File: src/rtl/tpu_sched_pkg.sv
`default_nettype none
// ============================================================================
// Module      : tpu_sched_pkg
// Description : Shared types and helpers for the systolic-array sequencer.
//               Holds the FSM state encoding and the pipeline drain length
//               helper (2*DIM-2 cycles for the skewed operand wavefront).
// Revision    : 1.0 - initial release
// ============================================================================
package tpu_sched_pkg;

  typedef enum logic [1:0] {
    IDLE    = 2'd0,
    LOADC   = 2'd1,
    COMPUTE = 2'd2,
    FIN     = 2'd3
  } tpu_sched_state_t;

  // Extra compute cycles needed for the skewed wavefront to cross the array.
  function automatic int drain_len(input int dim);
    return 2 * dim - 2;
  endfunction

endpackage : tpu_sched_pkg
`default_nettype wire

File: src/rtl/tpu_skew_mask.sv
`default_nettype none
// ============================================================================
// Module      : tpu_skew_mask
// Description : Combinational per-lane operand-valid mask. Lane i carries real
//               data while step lies in [i, i + k_len).
// Ports       : step_i     - current compute step
//               k_len_i    - latched inner dimension
//               active_i   - high only in an unstalled compute cycle
//               lane_vld_o - per-lane valid mask
// Revision    : 1.0 - initial release
// ============================================================================
module tpu_skew_mask #(
  parameter int DIM = 8,
  parameter int KW  = 8,
  parameter int SW  = KW + $clog2(DIM) + 1
) (
  input  logic [SW-1:0]  step_i,
  input  logic [KW-1:0]  k_len_i,
  input  logic           active_i,
  output logic [DIM-1:0] lane_vld_o
);

  // One spare bit so i + k_len never wraps.
  localparam int PW = SW + 1;

  logic [PW-1:0] w_step;
  logic [PW-1:0] w_klen;

  assign w_step = {1'b0, step_i};
  assign w_klen = PW'(k_len_i);

  genvar gi;
  generate
    for (gi = 0; gi < DIM; gi++) begin : g_lane
      localparam logic [PW-1:0] C_LO = PW'(gi);
      assign lane_vld_o[gi] = active_i && (w_step >= C_LO) && (w_step < (C_LO + w_klen));
    end
  endgenerate

endmodule : tpu_skew_mask
`default_nettype wire

File: src/rtl/tpu_sched.sv
`default_nettype none
// ============================================================================
// Module      : tpu_sched
// Description : Sequencer for a DIM x DIM systolic MAC array. On an accepted
//               start it optionally preloads accumulators row by row, then
//               drives the common MAC enable for k_len + 2*DIM - 2 steps,
//               then pulses done for one cycle.
// Ports       : clk_i, rst_ni        - clock, async active-low reset
//               start_i, load_c_i    - command strobe / preload request
//               k_len_i              - inner dimension (latched on accept)
//               hold_i               - stall of the active phases
//               busy_o, done_o       - status
//               mac_en_o, c_wr_en_o  - MAC enable / per-row preload write
//               c_row_o, step_o      - preload row / compute step indices
//               lane_vld_o           - per-lane operand-valid mask
//               perf_active_o, perf_stall_o - only with TPU_SCHED_PERF_EN
// Config      : `define TPU_SCHED_PERF_EN adds saturating performance counters
// Revision    : 1.0 - initial release
// ============================================================================
module tpu_sched
  import tpu_sched_pkg::*;
#(
  parameter int DIM = 8,
  parameter int KW  = 8,
  parameter int SW  = KW + $clog2(DIM) + 1
) (
  input  logic                    clk_i,
  input  logic                    rst_ni,
  input  logic                    start_i,
  input  logic                    load_c_i,
  input  logic [KW-1:0]           k_len_i,
  input  logic                    hold_i,
  output logic                    busy_o,
  output logic                    done_o,
  output logic                    mac_en_o,
  output logic [DIM-1:0]          c_wr_en_o,
  output logic [$clog2(DIM)-1:0]  c_row_o,
  output logic [SW-1:0]           step_o,
  output logic [DIM-1:0]          lane_vld_o
`ifdef TPU_SCHED_PERF_EN
  ,
  output logic [31:0]             perf_active_o,
  output logic [31:0]             perf_stall_o
`endif
);

  localparam int              CW      = $clog2(DIM);
  localparam logic [SW-1:0]   C_DRAIN = SW'(drain_len(DIM));
  localparam logic [SW-1:0]   C_LROW  = SW'(DIM - 1);

  tpu_sched_state_t state_q, state_d;
  logic [SW-1:0]    cnt_q, cnt_d;
  logic [KW-1:0]    k_len_q, k_len_d;

  logic             w_load_last;
  logic             w_comp_last;
  logic             w_accept;
  logic             w_active;

  // Last compute step index is k_len + 2*DIM - 3; only evaluated with k_len != 0.
  assign w_load_last = (cnt_q == C_LROW);
  assign w_comp_last = (cnt_q == (SW'(k_len_q) + C_DRAIN - SW'(1)));
  assign w_accept    = (state_q == IDLE) && start_i;
  assign w_active    = (state_q == COMPUTE) && !hold_i;

  always_ff @(posedge clk_i or negedge rst_ni) begin
    if (!rst_ni) begin
      state_q <= IDLE;
      cnt_q   <= '0;
      k_len_q <= '0;
    end else begin
      state_q <= state_d;
      cnt_q   <= cnt_d;
      k_len_q <= k_len_d;
    end
  end

  always_comb begin
    state_d   = state_q;
    cnt_d     = cnt_q;
    k_len_d   = k_len_q;
    busy_o    = 1'b0;
    done_o    = 1'b0;
    mac_en_o  = 1'b0;
    c_wr_en_o = '0;
    c_row_o   = '0;
    step_o    = '0;

    case (state_q)
      IDLE: begin
        if (start_i) begin
          k_len_d = k_len_i;
          cnt_d   = '0;
          if (load_c_i)           state_d = LOADC;
          else if (k_len_i != '0) state_d = COMPUTE;
          else                    state_d = FIN;
        end
      end

      LOADC: begin
        busy_o  = 1'b1;
        c_row_o = cnt_q[CW-1:0];
        if (!hold_i) begin
          c_wr_en_o = DIM'(1) << cnt_q[CW-1:0];
          if (w_load_last) begin
            cnt_d   = '0;
            state_d = (k_len_q != '0) ? COMPUTE : FIN;
          end else begin
            cnt_d = cnt_q + SW'(1);
          end
        end
      end

      COMPUTE: begin
        busy_o = 1'b1;
        step_o = cnt_q;
        if (!hold_i) begin
          mac_en_o = 1'b1;
          if (w_comp_last) begin
            cnt_d   = '0;
            state_d = FIN;
          end else begin
            cnt_d = cnt_q + SW'(1);
          end
        end
      end

      FIN: begin
        done_o  = 1'b1;
        state_d = IDLE;
      end

      default: begin
        state_d = IDLE;
        cnt_d   = '0;
      end
    endcase
  end

  tpu_skew_mask #(
    .DIM (DIM),
    .KW  (KW),
    .SW  (SW)
  ) u_skew_mask (
    .step_i     (cnt_q),
    .k_len_i    (k_len_q),
    .active_i   (w_active),
    .lane_vld_o (lane_vld_o)
  );

`ifdef TPU_SCHED_PERF_EN
  logic [31:0] perf_active_q;
  logic [31:0] perf_stall_q;

  // Clear on accept takes priority; both counters stick at all-ones.
  always_ff @(posedge clk_i or negedge rst_ni) begin
    if (!rst_ni) begin
      perf_active_q <= '0;
      perf_stall_q  <= '0;
    end else if (w_accept) begin
      perf_active_q <= '0;
      perf_stall_q  <= '0;
    end else begin
      if (mac_en_o && (perf_active_q != '1))
        perf_active_q <= perf_active_q + 32'd1;
      if (busy_o && hold_i && (perf_stall_q != '1))
        perf_stall_q <= perf_stall_q + 32'd1;
    end
  end

  assign perf_active_o = perf_active_q;
  assign perf_stall_o  = perf_stall_q;
`endif

endmodule : tpu_sched
`default_nettype wire
File: config.mk
export PLATFORM = sky130hd
export DESIGN_NAME = tpu_sched
export DESIGN_NICKNAME = d
export VERILOG_FILES = /design/src/rtl/tpu_sched_pkg.sv /design/src/rtl/tpu_skew_mask.sv /design/src/rtl/tpu_sched.sv
export SDC_FILE = /design/constraint.sdc
export NUM_CORES = 1
export LEC_CHECK = 0
export BUFFER_PORTS_ARGS = -buffer_cell sky130_fd_sc_hd__buf_2
export CORE_ASPECT_RATIO = 0.9
export CORE_MARGIN = 2
export CORE_UTILIZATION = 59
export DETAILED_ROUTE_END_ITERATION = 12
export PLACE_DENSITY = 0.81
export SLEW_MARGIN = 20
export SYNTH_ARGS = -nofsm -noshare
export SYNTH_HDL_FRONTEND = slang
export SYNTH_SLANG_ARGS = --single-unit
File: constraint.sdc
create_clock -name clk_i -period 3.35 [get_ports clk_i]
set_input_delay 0.335 -clock clk_i [delete_from_list [all_inputs] [get_ports clk_i]]
set_output_delay 0.335 -clock clk_i [all_outputs]
set_load 0.02 [all_outputs]
==> summary.md <==
| Metric | Value |
|---|---|
| Crit-path max FO | `7` |
| Via-to-Cell Ratio | `6.102` |
| Cell count after placement | `553` |
| Gr usage total | `0.2926` |
| FF+latch count, synth | `22` |
| Max cap viols | `0` |
| Tcrit/Tclk final | `0.9549` |
| GR Util met2 | `0.4644` |
| Vias in the first global route | `3235` |
| Fin Setup TNS | `0 ps` |
| PortBufs | `46` |
| Global route hottest layer | `met2` |
| Total net switching power | `1.699 mW` |
| Post-DP HPWL | `7575 um` |
| Post-CTS setup buffers | `0` |
| Largest net degree at the start of global routing | `23` |
| Die area | `0.006910 mm2` |
| Area share of the largest cell type after synthesis | `0.2879` |
| Synthesized cell area | `0.003694 mm2` |
| Core Rows | `27` |
| Core footprint | `0.006081 mm2` |
| TritonCTS clock tree | `done` |
| Clock root buffer | `clkbuf_8` |
| Startpoint Class | `register` |
| Most frequent cells in the layout | `84 x ha_1, 46 x buf_2, 37 x xnor2_1, 30 x nand2_1, 28 x a21o_1` |
| Cts bufs inserted | `3` |
| Iteration-0 DRC Markers | `239` |
| Drt wl/cell | `17.55 um` |
| Largest cells by area after synthesis | `ha_1 29%, dfrtp_1 15%, xnor2_1 8.8%` |
| Nets | `584` |
| Status | `finished clean` |
| Critical setup path kind | `reg -> out` |
| Worst Hold Class | `in -> async` |
| Number of synthesized flops with an enable pin | `0` |
| Clk pwr share | `0.079` |
| Max_slew headroom | `0.5335` |
| Crit. End Element | `output port` |
| Clock Latency Late Sink | `270 ps` |
| Logic pwr share | `0.773` |
| Reg power frac | `0.148` |
| Net count after synthesis | `532` |
| Tightest Pin Transition | `699.7 ps` |
| Post-Layout Cell Count | `557` |
| Cells after Synth | `434` |
| Yosys top cell by area | `ha_1` |
| Leakage | `2.244 nW` |
| Mean Syn Cell Area | `8.510 um2` |
| Initial antenna violation count | `0` |
| H-tree Lvls | `1` |
| First-pass GRT wire length | `15910 um` |
| Ys async rst share | `1.000` |
| Sw frac | `0.5151` |
| Met1 usage | `0.4208` |
| Clock skew | `1.548 ps` |
| I/O Pins | `47` |
| # DRC | `0` |
| Met3 Track Usage GR | `0.03222` |
| Die Wd | `87.40 um` |
| Gr ovfl total | `0` |
| CTS clk-pin slew, worst paths | `90 ps` |
| Endpoints failing setup | `0` |
| Number of clock sinks | `22` |
| Synthesis Warnings | `0` |
| Worst VDD drop | `0.6709 mV` |
| Internal power | `1.599 mW` |
| ANT cells | `0` |
| FMAX | `312.6 MHz` |
| Unrepaired setup endpoints after global routing | `false` |
| Synth Flop Type | `dfrtp_1` |
| DR vias | `3399` |
| Final Hold Viols | `0` |
| Area growth, synth to finish | `11.79%` |
| Die height | `79.06 um` |
| Worst hold slack | `27.51 ps` |
| Data required, critical path | `3010 ps` |
| Share of cells above drive strength 1 | `0.1918` |
| FILL cells | `512` |
| Power Density | `798.7 mW/mm2` |
| Commonest non-fill, non-tap cell in the layout | `ha_1` |
| Longest Clk Path Bufs | `2` |
| Initial DRT Pass Iterations | `5` |
| Final wirelength | `9778 um` |
| Minimum clock period | `3199 ps` |
| Synth unique cells | `51` |
| Sequential fraction of the synthesis area | `0.1491` |
| GPL Wtd Cong | `0.9677` |
| Max-slew violations | `0` |
| Starting Density | `0.6074` |
| Antenna Nets Post-Route | `0` |
| Arrival @ worst endpoint | `2860 ps` |
## area by class of cell
type                            count  area (um2)  area share
Multi-Input combinational cell    377        2992      0.7245
Sequential cell                    22       550.5      0.1333
Timing Repair Buffer               62       350.3     0.08485
Tap cell                           72       90.09     0.02182
Inverter                           20       75.07     0.01818
Clock buffer                        3       41.29     0.01000
Clock inverter                      1       30.03    0.007273
## power groups by stage
| stage | combinational [mW] | sequential (mW) | clock [mW] |
|---|---|---|---|
| 2_1_floorplan | 1.91 | 0.429 | 0 |
| 3_3_place_gp | 2.40 | 0.480 | 0 |
| 3_5_place_dp | 2.49 | 0.487 | 0 |
| 4_1_cts | 2.51 | 0.482 | 0.262 |
| 5_1_grt | 2.83 | 0.500 | 0.272 |
| 6_report | 2.55 | 0.488 | 0.260 |
## state kept, by name, indices dropped and copies added (netlist names)
name     cells
cnt_q       12
k_len_q      8
state_q      2
## Yosys cell counts, types with 2 or more instances
library cell / count
ha_1: 85
xnor2_1: 37
nand2_1: 30
a21o_1: 28
nand3_1: 23
dfrtp_1: 22
a21oi_1: 21
nor2_1: 20
and2_1: 17
inv_1: 17
o21ai_0: 15
or3_1: 10
and3_1: 9
mux2_2: 9
o21a_1: 8
nand2b_1: 7
nor3_1: 7
a2111oi_0: 6
buf_2: 5
nor2b_1: 5
clkbuf_1: 4
nor4_1: 4
xor2_1: 4
buf_6: 3
nand4_1: 3
a211o_1: 2
a211oi_1: 2
a21oi_2: 2
clkbuf_2: 2
inv_2: 2
nand3b_1: 2
nor3_2: 2
o211a_1: 2
o21bai_1: 2
## logic make-up (layout without fill, tap and decap cells)
kind of cell               Yosys count  after routing  share of synthesized area
AOI/OAI and AO/OA                   96             96                     0.1792
xor gates and xnor gates            41             41                    0.09722
adders and majority gates           85             85                     0.2879
buffers and inverters               35             86                    0.04403
DFF                                 22             22                     0.1491
muxes                               12             12                    0.03794
and+or+nand+nor                    143            143                     0.2046
## repair_timing
| item | 4_1_cts | 5_1_grt |
|---|---|---|
| hold endpoints to repair | 0 | 0 |
| resized for setup | 0 | 7 |
| setup endpoints to repair | 0 | 3 |
| hold buffers | 0 | 0 |
## path summary, 6_finish.rpt
path,startpoint,endpoint,slack (ps),cells past startpoint
setup / recovery,k_len_q[1],lane_vld_o[7],150,10
hold / removal,rst_ni,cnt_q[9],30,1
max in group asynchronous,rst_ni,k_len_q[1],2970,1
setup reg to reg,k_len_q[1],cnt_q[8],550,11
min in group clk_i,k_len_i[0],k_len_q[0],300,2
hold reg to reg,cnt_q[11],cnt_q[11],580,2
## stage by stage
step	power [mW]	instance area (um2)	util	setup WS (ps)
4_1_cts	3.252	4118	0.6772	69.78
3_5_place_dp	2.973	4046	0.6654	383.8
6_report	3.298	4129	0.6790	151.1
3_3_place_gp	2.884	4046	0.6654	417.4
2_1_floorplan	2.338	3694	-	393.2
5_1_grt	3.598	4129	0.6790	2.182
## worst max-delay path, cell delays in order, from the launching register on
cell       delay (ps)
dfrtp_1           470
inv_2             150
ha_1              230
a21boi_0          270
nor2_1             80
xnor2_1           140
ha_1              320
a21o_1            180
a2111oi_1         430
o21a_1            170
buf_2             150
## layer usage
| layer | wire length [um] | vias to the layer above |
|---|---|---|
| li1 | - | 1652 |
| met1 | 4571 | 1600 |
| met2 | 4395 | 131 |
| met3 | 664 | 16 |
| met4 | 146 | 0 |
| met5 | 0 | - |
(Power assumes the default switching activity.)
